File: src/rtl/traffic_pkg.sv
// Shared phase encoding and seven-segment codes for the traffic light controller.
package traffic_pkg;

  typedef enum logic [1:0] {
    PH_GREEN  = 2'b00,
    PH_YELLOW = 2'b01,
    PH_ALLRED = 2'b10
  } phase_e;

  localparam logic [6:0] SEG_R = 7'b1110111;
  localparam logic [6:0] SEG_Y = 7'b0110011;
  localparam logic [6:0] SEG_G = 7'b1011111;

  function automatic int max3(input int a, input int b, input int c);
    int m;
    m = (a > b) ? a : b;
    return (m > c) ? m : c;
  endfunction

endpackage

File: src/rtl/seg_decode.sv
// Per-approach lamp decode: the owning approach shows green/yellow, everyone else red.
module seg_decode
  import traffic_pkg::*;
(
  input  phase_e     phase,
  input  logic       is_active,
  output logic [6:0] code
);

  always_comb begin
    code = SEG_R;
    if (is_active) begin
      case (phase)
        PH_GREEN:  code = SEG_G;
        PH_YELLOW: code = SEG_Y;
        default:   code = SEG_R;
      endcase
    end
  end

endmodule

File: src/rtl/traffic_light_ctrl_n.sv
// N-approach round-robin traffic light sequencer with emergency preempt.
//
//  state     | meaning
//  ----------+------------------------------------------------------------
//  PH_GREEN  | active approach has right of way; extends if no other demand
//  PH_YELLOW | active approach clearing; next owner already latched
//  PH_ALLRED | every approach red before handing over (skipped if 0 cycles)
module traffic_light_ctrl_n
  import traffic_pkg::*;
#(
  parameter int NUM_APPROACH  = 4,
  parameter int GREEN_CYCLES  = 2,
  parameter int YELLOW_CYCLES = 1,
  parameter int ALLRED_CYCLES = 0,
  localparam int IDX_W = $clog2(NUM_APPROACH)
) (
  input  logic                      clk,
  input  logic                      rst,
  input  logic [NUM_APPROACH-1:0]   demand,
  input  logic                      emg_req,
  input  logic [IDX_W-1:0]          emg_idx,
  output logic [7*NUM_APPROACH-1:0] seg,
  output logic [IDX_W-1:0]          active_idx,
  output logic [1:0]                phase,
  output logic                      emg_ack
);

  localparam int TW = $clog2(max3(GREEN_CYCLES, YELLOW_CYCLES, ALLRED_CYCLES) + 1);
  localparam logic [TW-1:0] T_GREEN  = TW'(GREEN_CYCLES - 1);
  localparam logic [TW-1:0] T_YELLOW = TW'(YELLOW_CYCLES - 1);
  localparam logic [TW-1:0] T_ALLRED = (ALLRED_CYCLES > 0) ? TW'(ALLRED_CYCLES - 1) : '0;
  localparam logic [IDX_W:0] NUM_LIM = (IDX_W + 1)'(NUM_APPROACH);

  phase_e            phase_q, phase_d;
  logic [IDX_W-1:0]  active_q, active_d;
  logic [IDX_W-1:0]  next_q, next_d;
  logic [TW-1:0]     timer_q, timer_d;
  logic              ack_q, ack_d;

  logic              emg_valid;
  logic              found;
  logic [IDX_W-1:0]  pick;
  logic [IDX_W-1:0]  cand;

  assign emg_valid = emg_req && ({1'b0, emg_idx} < NUM_LIM);

  // Round-robin search starting just after the current owner, never the owner itself.
  always_comb begin
    found = 1'b0;
    pick  = active_q;
    cand  = active_q;
    for (int k = 1; k < NUM_APPROACH; k++) begin
      cand = IDX_W'((int'(active_q) + k) % NUM_APPROACH);
      if (!found && demand[cand]) begin
        found = 1'b1;
        pick  = cand;
      end
    end
  end

  always_comb begin
    phase_d  = phase_q;
    active_d = active_q;
    next_d   = next_q;
    timer_d  = timer_q;
    case (phase_q)
      PH_GREEN: begin
        if (emg_valid && emg_idx != active_q) begin
          phase_d = PH_YELLOW;
          timer_d = T_YELLOW;
          next_d  = emg_idx;
        end else if (emg_valid) begin
          timer_d = T_GREEN;
        end else if (timer_q == '0) begin
          if (found) begin
            phase_d = PH_YELLOW;
            timer_d = T_YELLOW;
            next_d  = pick;
          end else begin
            timer_d = T_GREEN;
          end
        end else begin
          timer_d = timer_q - 1'b1;
        end
      end
      PH_YELLOW: begin
        if (timer_q != '0) begin
          timer_d = timer_q - 1'b1;
        end else if (ALLRED_CYCLES > 0) begin
          phase_d = PH_ALLRED;
          timer_d = T_ALLRED;
        end else begin
          phase_d  = PH_GREEN;
          timer_d  = T_GREEN;
          active_d = emg_valid ? emg_idx : next_q;
        end
      end
      PH_ALLRED: begin
        if (timer_q != '0) begin
          timer_d = timer_q - 1'b1;
        end else begin
          phase_d  = PH_GREEN;
          timer_d  = T_GREEN;
          active_d = emg_valid ? emg_idx : next_q;
        end
      end
      default: begin
        phase_d = PH_GREEN;
        timer_d = T_GREEN;
      end
    endcase
    // Registered so the acknowledge stays a pure state decode.
    ack_d = emg_valid && (phase_d == PH_GREEN) && (active_d == emg_idx);
  end

  always_ff @(posedge clk or negedge rst) begin
    if (!rst) begin
      phase_q  <= PH_GREEN;
      active_q <= '0;
      next_q   <= '0;
      timer_q  <= T_GREEN;
      ack_q    <= 1'b0;
    end else begin
      phase_q  <= phase_d;
      active_q <= active_d;
      next_q   <= next_d;
      timer_q  <= timer_d;
      ack_q    <= ack_d;
    end
  end

  for (genvar i = 0; i < NUM_APPROACH; i++) begin : g_seg
    seg_decode u_dec (
      .phase     (phase_q),
      .is_active (active_q == IDX_W'(i)),
      .code      (seg[7*i +: 7])
    );
  end

  assign active_idx = active_q;
  assign phase      = phase_q;
  assign emg_ack    = ack_q;

endmodule

File: config.mk
export PLATFORM = sky130hd
export DESIGN_NAME = traffic_light_ctrl_n
export DESIGN_NICKNAME = d
export VERILOG_FILES = /design/src/rtl/traffic_pkg.sv /design/src/rtl/seg_decode.sv /design/src/rtl/traffic_light_ctrl_n.sv
export SDC_FILE = /design/constraint.sdc
export NUM_CORES = 1
export LEC_CHECK = 0
export BUFFER_PORTS_ARGS = -buffer_cell sky130_fd_sc_hd__buf_2
export CAP_MARGIN = 10
export CORE_MARGIN = 5
export CORE_UTILIZATION = 51
export DETAILED_ROUTE_END_ITERATION = 10
export GPL_TIMING_DRIVEN = 0
export MAX_ROUTING_LAYER = met4
export PLACE_DENSITY = 0.92
export SYNTH_ARGS = -nofsm -noshare
export SYNTH_HDL_FRONTEND = slang
export SYNTH_SLANG_ARGS = --single-unit
File: constraint.sdc
create_clock -name clk -period 3.9 [get_ports clk]
set_input_delay 0.585 -clock clk [delete_from_list [all_inputs] [get_ports clk]]
set_output_delay 0.585 -clock clk [all_outputs]
set_load 0.01 [all_outputs]
==> flow_summary.yaml <==
timing:
  worst-slew-pin-transition_ps: 659
  slew_viol_final: 0
  hold_slack_ps: 164
  report.final.hold_viol_count: 0
  fin_tns_setup_ps: 0
  setup_violations: 0
  fin_crit_ps: 2470
  post-route-period-util_pct: 63.4
  timing.final.ws_setup_ps: 1430
  slew_headroom_pct: 56.1
  fin_skew_ps: 5.15
  fmax_ghz: 0.405
  rsz0062_at_grt: "false"
yosys:
  synth_area_leaders: "dfrtp_1, buf_4, ha_1"
  synth_async_sr_flop_share_pct: 100
  synth.most_common_cell: "buf_4"
  synth_top_area_share_pct: 20.3
  netlist_area_um2: 988
  synth.yosys.seq_area_share_pct: 22.9
  ys_types: 36
  syn_area_per_cell_um2: 8.38
  ys_ff_latch: 9
  yosys_warnings: 0
  synth_common_cells: "buf_4, a21oi_1, nand2_1, inv_1"
  ys.flop_type: "dfrtp_1"
  synthCells: 118
  synth_top_area_cell: "dfrtp_1"
  synth_edf_count: 0
setup_path:
  cp_slowest_cell: "ha_1"
  critPathTopFamily: "buffers and inverters"
  r2r_setup_slack_ps: 1430
  worst-path-buf-inv: 2
  path_max_fanout: 8
  cp.arrival_ps: 2590
  slowest_delay_ps: 440
  critical_path_required_ps: 4020
  cp-start-kind: "flop"
  crit_chain: "clkbuf_1 > inv_1 > ha_1 > mux4_1 > nor2_1 > mux2i_1 > a311oi_1 > o31ai_1"
  worstSetupEndpointType: "flop"
  critPathKind: "flop to flop"
die:
  rows: 16
  die_area_um2: 2920
  die_x_um: 54.0
  initial_core_util_pct: 52.0
  ios: 42
  core_um2: 1900
  die_height_um: 54.0
placed_design:
  gp_congestion: 0.812
  placed_area_um2: 1200
  dp_hpwl_um: 1950
  pre_cts_slack_ps: 1490
  portBuffers: 27
clocking:
  post_cts.repair.setup_buffers: 0
  cts_sinks: 9
  ctsHoldBuffers: 0
  cts.path.max_buffers: 2
  cts_root_buf: "clkbuf_4"
  cts_tree: "built"
  cts_resized: 0
  cts_max_level: 1
  worstSkewPairLatency_ps: 260
  path_clk_slew_ps: 60
  cts_buffers: 3
cells_and_area:
  drive_gt1_share_pct: 33.8
  utilization_pct: 64.4
  insertedDiodeCount: 0
  nets: 178
  syn2layout_area_growth_pct: 23.9
  final_area_um2: 1220
flow_run:
  cap_violations: 0
drt:
  antenna_left: 0
  drc: 0
  drt_iter0_markers: 36
  avgRoutedWirePerCell_um: 13.8
  dr.pass1.iters: 5
  wl_um: 2580
  dr_total_vias: 1016
  viasPerCell: 5.43
hold_path:
  hold_path_class: "input port to asynchronous set/reset pin"
global_routing:
  grt_util_all_layers_pct: 18.9
  grt_max_degree: 11
  grt_pass1_vias: 905
  grt_overflow: 0
  grt_first_pass_wirelength_um: 3970
  antenna_found_initial: 0
run_status:
  status: "finished clean"
power:
  p_per_area_nw_per_um2: 711
  leakage_uw: 0.000605
  ir_drop_uv: 362
==> metal layers <==
| layer | routed length, um | part of all wire, % | GRT usage, % | vias to the layer above |
|---|---|---|---|---|
| met5 | 0 | 0 | - | - |
| met3 | 293 | 11 | 3.60 | 22 |
| met2 | 1180 | 46 | 30.8 | 85 |
| met4 | 123 | 4.8 | 11.2 | 0 |
| met1 | 989 | 38 | 21.5 | 446 |
| li1 | - | - | - | 463 |
==> power breakdown <==
part	leakage (uW)	internal [uW]	switching [uW]	total, uW
sequential	0.000110	134	39.8	174
combinational	0.000480	277	349	626
clock	0.0000150	39.4	31.9	71.3
total	0.000605	450	421	871
==> cells in the final DEF (no fill, tap or decap), types with 2 or more instances in the layout <==
cell type	instances
buf_2	28
nand3b_1	2
nor2_1	6
nor3_1	3
conb_1	12
and2_1	4
a21oi_1	13
clkbuf_1	3
xnor2_1	3
mux2_2	2
nand2b_1	3
dfrtp_1	8
inv_1	9
nand2_1	11
clkbuf_4	3
ha_1	8
mux2i_1	4
o21ai_0	4
buf_4	16
==> layout make-up <==
type,count,area (um^2)
clock buffer,4,26.3
fill,154,677
tap,27,33.8
sequential,9,226
buffer,20,144
timing repair buffer,27,135
inverter,9,33.8
multi-input combinational,91,626
==> kinds of logic after synthesis <==
group | after synthesis | share of synthesized area (%)
and+or+nand+nor | 31 | 15.3
AOI/OAI and AO/OA | 29 | 19.4
buffers and inverters | 29 | 18.0
DFF | 9 | 22.9
adders and majority gates | 8 | 10.1
muxes | 8 | 11.3
xor gates and xnor gates | 3 | 2.66
other | 1 | 0.379
==> sequential cells by signal, summed over array words and instances (netlist names) <==
| register | flops |
|---|---|
| timer_q | 2 |
| active_idx | 2 |
| next_q | 2 |
| emg_ack | 1 |
| phase | 2 |
==> worst paths after layout <==
| kind | start | to | cells past startpoint |
|---|---|---|---|
| setup / recovery | active_idx[1]$_DFF_PN0_ | next_q[0]$_DFFE_PN0P_ | 8 |
| hold / removal | rst | active_idx[1]$_DFF_PN0_ | 1 |
| setup reg to reg | active_idx[1]$_DFF_PN0_ | next_q[0]$_DFFE_PN0P_ | 8 |
| hold reg to reg | next_q[0]$_DFFE_PN0P_ | next_q[0]$_DFFE_PN0P_ | 2 |
| max in group asynchronous | rst | timer_q[0]$_DFF_PN1_ | 1 |
| min in group clk | next_q[0]$_DFFE_PN0P_ | next_q[0]$_DFFE_PN0P_ | 2 |
==> per-stage QoR <==
stage          total power (uW)  cells
3_3_place_gp                753    183
6_report                    871    187
4_1_cts                     862    187
3_5_place_dp                785    183
2_1_floorplan               610    129
5_1_grt                     942    187
No activity file was read; power rests on OpenSTA's default activity.
